File: config.mk
export PLATFORM = sky130hd
export DESIGN_NAME = user_out_arbiter
export DESIGN_NICKNAME = d
export VERILOG_FILES = /design/src/rtl/user_out_arbiter.sv
export SDC_FILE = /design/constraint.sdc
export NUM_CORES = 1
export LEC_CHECK = 0
export BUFFER_PORTS_ARGS = -buffer_cell sky130_fd_sc_hd__buf_2
export CORE_MARGIN = 10
export CORE_UTILIZATION = 45
export CTS_CLUSTER_DIAMETER = 150
export CTS_CLUSTER_SIZE = 12
export DETAILED_ROUTE_END_ITERATION = 10
export MAX_ROUTING_LAYER = met4
export PLACE_DENSITY = 0.91
export SKIP_CTS_REPAIR_TIMING = 1
export SYNTH_ARGS = -nofsm -noshare
export SYNTH_HDL_FRONTEND = slang
export SYNTH_SLANG_ARGS = --single-unit
File: constraint.sdc
create_clock -name clk_user -period 1.9 [get_ports clk_user]
set_input_delay 0.285 -clock clk_user [delete_from_list [all_inputs] [get_ports clk_user]]
set_output_delay 0.285 -clock clk_user [all_outputs]
set_load 0.01 [all_outputs]
File: src/rtl/user_out_arbiter.sv
// Round-robin burst arbiter: N user streams into one registered output slot.
// A grant lasts up to BURST_LEN words; releasing it costs one IDLE cycle.
module user_out_arbiter #(
    parameter int PAYLOAD_BITS = 32,
    parameter int NUM_REQ      = 2,
    parameter int REQ_BITS     = 1,
    parameter int BURST_LEN    = 4
) (
    input  logic                            clk_user,
    input  logic                            reset,
    input  logic [NUM_REQ*PAYLOAD_BITS-1:0] din_req,
    input  logic [NUM_REQ-1:0]              vld_req,
    output logic [NUM_REQ-1:0]              ack_req,
    output logic [PAYLOAD_BITS-1:0]         dout,
    output logic [REQ_BITS-1:0]             dout_src,
    output logic                            vld_out,
    input  logic                            ack_out
);

    localparam int CNT_W = (BURST_LEN > 1) ? $clog2(BURST_LEN) : 1;
    localparam logic [CNT_W-1:0] CNT_LAST = CNT_W'(BURST_LEN - 1);

    typedef enum logic {IDLE, GRANT} state_t;

    state_t                  state;
    logic [REQ_BITS-1:0]     grant;
    logic [REQ_BITS-1:0]     rr_ptr;
    logic [REQ_BITS-1:0]     pick;
    logic [REQ_BITS-1:0]     next_ptr;
    logic [CNT_W-1:0]        cnt;
    logic                    found;
    logic                    slot_free;
    logic                    g_vld;
    logic                    accept;
    logic [PAYLOAD_BITS-1:0] g_din;

    assign slot_free = !vld_out || ack_out;
    assign g_vld     = vld_req[grant];
    assign g_din     = din_req[grant*PAYLOAD_BITS +: PAYLOAD_BITS];
    // ack is gated by reset so nothing is taken while reset is low
    assign accept    = reset && (state == GRANT) && g_vld && slot_free;
    assign next_ptr  = REQ_BITS'((int'(grant) + 1) % NUM_REQ);

    // Only the granted requester can see an accept
    always_comb begin
        ack_req = '0;
        if (accept) ack_req[grant] = 1'b1;
    end

    // First valid requester at or after rr_ptr; reverse scan so lowest offset wins
    always_comb begin
        pick  = rr_ptr;
        found = 1'b0;
        for (int k = NUM_REQ - 1; k >= 0; k--) begin
            if (vld_req[(int'(rr_ptr) + k) % NUM_REQ]) begin
                pick  = REQ_BITS'((int'(rr_ptr) + k) % NUM_REQ);
                found = 1'b1;
            end
        end
    end

    // Grant FSM plus the registered output slot
    always_ff @(posedge clk_user) begin
        if (!reset) begin
            state    <= IDLE;
            grant    <= '0;
            rr_ptr   <= '0;
            cnt      <= '0;
            dout     <= '0;
            dout_src <= '0;
            vld_out  <= 1'b0;
        end else begin
            case (state)
                IDLE: begin
                    if (found) begin
                        grant <= pick;
                        cnt   <= '0;
                        state <= GRANT;
                    end
                end
                GRANT: begin
                    if (!g_vld || (accept && cnt == CNT_LAST)) begin
                        rr_ptr <= next_ptr;
                        state  <= IDLE;
                    end else if (accept) begin
                        cnt <= cnt + CNT_W'(1);
                    end
                end
                default: state <= IDLE;
            endcase
            if (accept) begin
                dout     <= g_din;
                dout_src <= grant;
                vld_out  <= 1'b1;
            end else if (ack_out) begin
                vld_out  <= 1'b0;
            end
        end
    end

endmodule

==> results.yml <==
timing:
  setup_viol: 0
  maxSlewViolCount: 0
  rsz0062_at_grt: "false"
  fin_skew_ns: 0.004039
  max_freq_ghz: 0.5765
  finalCriticalPeriod_ns: 1.735
  fin_tns_setup_ns: 0
  min_period_over_period_pct: 91.30
  slew_headroom_pct: 73.55
  worst_slew_pin_slew_ns: 0.3968
  hold_viol: 0
yosys:
  synth_nets: 266
  synth_ff_type: "dfxtp_1"
  seq_area_frac_synth_pct: 38.93
  yosys.cell_types.count: 31
  syn_area_sq_mm: 0.002006
  synth-seq-cells: 39
  ys_async_sr_fraction_pct: 0
  synth_edf_count: 0
  syn_avg_cell_area_sq_um: 10.23
  syn_inst: 196
  synth_warnings: 0
cells_and_area:
  seqCellArea_sq_um: 782.0
  fillers: 381
  n_antenna_cell: 0
  drive_gt1_share_pct: 42.47
  instances_no_fill: 344
  final_core_util_pct: 61.02
  final_nets: 361
  area_growth_pct: 31.57
  design_area_sq_mm: 0.002639
  multi_input_area_sq_mm: 0.001082
setup_path:
  crit_fanout: 12
  worstPathArrival_ns: 1.45
  startpoint_type: "flop"
  r2r_cells: 3
  endpoint_kind: "output pin"
  reg2reg_slack_ns: 0.37
  required_ns: 1.62
  crit_type: "reg -> out"
pwr:
  clockPowerShare_pct: 35.9
  netSwitchingFraction_pct: 25.47
  power.internal_mw: 1.469
  power.leakage_nw: 1.560
  power_density_mw_per_mm2: 747.2
  combinationalPowerShare_pct: 18.7
  p_sw_mw: 0.5023
  peakVddDrop_mv: 0.6359
  finalPower_mw: 1.972
  seqPwrFrac_pct: 45.4
die:
  dieWidth_um: 86.76
  num_rows: 24
  fp.dieArea_sq_mm: 0.007527
  core_sq_mm: 0.004324
  start_util_pct: 46.38
  ios: 105
  die_h_um: 86.76
global_routing:
  track_usage_pct: 15.22
  grt_pass1_vias: 2067
  overflow: 0
  antenna_found_initial: 0
  grt_max_degree: 41
  grt_pass1_wl_um: 9301
drt:
  firstDrtPassIters: 4
  wire_per_inst_um: 17.00
  drc: 0
  vias: 1924
  ant_nets: 0
  vias_per_cell: 5.593
  drtIter0Drc: 101
  drt-total-wl_um: 5848
worst_hold_path:
  hold_depth: 4
  min_path_type: "in -> reg"
placement:
  dpl_cell_area_sq_mm: 0.002519
  hpwl_um: 4390
  portBuffers: 104
  place_congestion: 0.7511
  dp.cells: 336
clock_network:
  cts.clk_slew.worst_paths_ns: 0.07
  clock_latency_ns: 0.28
  cts_max_path_buffers: 2
  root_buffer: "clkbuf_8"
  cts_buffers: 5
  clock_sinks: 39
  cts_tree: "done"
  htree_levels: 2
run:
  cap_viol_max_count: 0
outcome:
  outcome: "finished, final reports clean"
==> synth_stat cells, types with 3 or more instances <==
cell type	number	area share, %
dfxtp_1	39	39
mux2i_1	33	16
nand4_1	33	10
o211a_1	32	16
clkbuf_1	11	2.1
buf_2	5	1.2
buf_6	5	2.8
nor2b_1	5	1.6
buf_1	3	0.56
inv_1	3	0.56
nand2_1	3	0.56
==> per-layer routing <==
layer	vias up	share of wire, %	GRT usage [%]
met5	-	0	-
met1	896	42	16.16
li1	945	-	-
met2	75	50	25.70
met3	8	7.1	5.347
met4	0	1.4	5.155
==> path summary, 6_finish.rpt <==
path | start | to
worst min-delay path | ack_out | vld_out$_SDFFE_PN0P_
worst max-delay path | state$_SDFF_PN0_ | ack_req[1]
worst min register to register | cnt[0]$_SDFFE_PN0P_ | cnt[0]$_SDFFE_PN0P_
worst max register to register | grant$_SDFFE_PN0P_ | dout[12]$_SDFFE_PN0P_
==> cell usage in the layout (no fill, tap or decap), types with 2 or more instances in the layout <==
cell type	synthesis	final
inv_1	3	3
nand2_1	3	3
o211a_1	32	32
a31oi_1	2	2
mux2i_1	33	33
dfxtp_1	39	38
nand4_1	33	33
buf_4	0	8
nand2b_1	2	2
buf_2	5	104
nand3_1	2	2
clkbuf_8	0	6
nor2b_1	5	5
a21boi_1	2	2
==> cells by family after synthesis <==
family,count (synthesis),share of synthesized area (%)
buffers and inverters,27,7.236
AND/OR/NAND/NOR,50,15.28
adder cells (fa/ha/maj),1,0.6237
multiplexers,35,17.78
flip-flops,39,38.93
AO/OA/AOI/OAI,44,20.15
==> state kept, by name (all words and copies together), names as in the netlist <==
register	cells
dout	32
cnt	2
dout_src	1
grant	1
rr_ptr	1
state	1
vld_out	1
==> worst max-delay path, cell delays in order (launching register included) <==
cell and delay [ns]:
dfxtp_1 0.47, and2_4 0.27, nor3b_1 0.24, buf_2 0.18
==> power groups by stage <==
stage	combinational, mW	clock [mW]	sequential (mW)
global placement	0.362	0	0.910
detailed placement	0.370	0	0.912
finish	0.369	0.708	0.895
floorplan	0.212	0	0.922
CTS	0.372	0.724	0.894
global route	0.405	0.760	0.900
==> area by class of cell <==
cell class,count,area share [%]
Clock inverter,2,1.328
Clock buffer,6,3.129
Inverter,3,0.4267
Sequential cell,39,29.63
Multi-Input combinational cell,130,41.01
Timing Repair Buffer,112,22.00
Tap cell,52,2.466
==> per-stage QoR <==
| stage | worst slack [ns] | hold WS [ns] |
|---|---|---|
| after detailed placement | 0.3223 | 0.4679 |
| after global routing | 0.01980 | 0.3691 |
| after floorplan | 0.3591 | 0.4399 |
| after global placement | 0.3700 | 0.4552 |
| after CTS | -0.002379 | 0.3353 |
| final | 0.1654 | 0.3474 |
(Power assumes the default switching activity.)
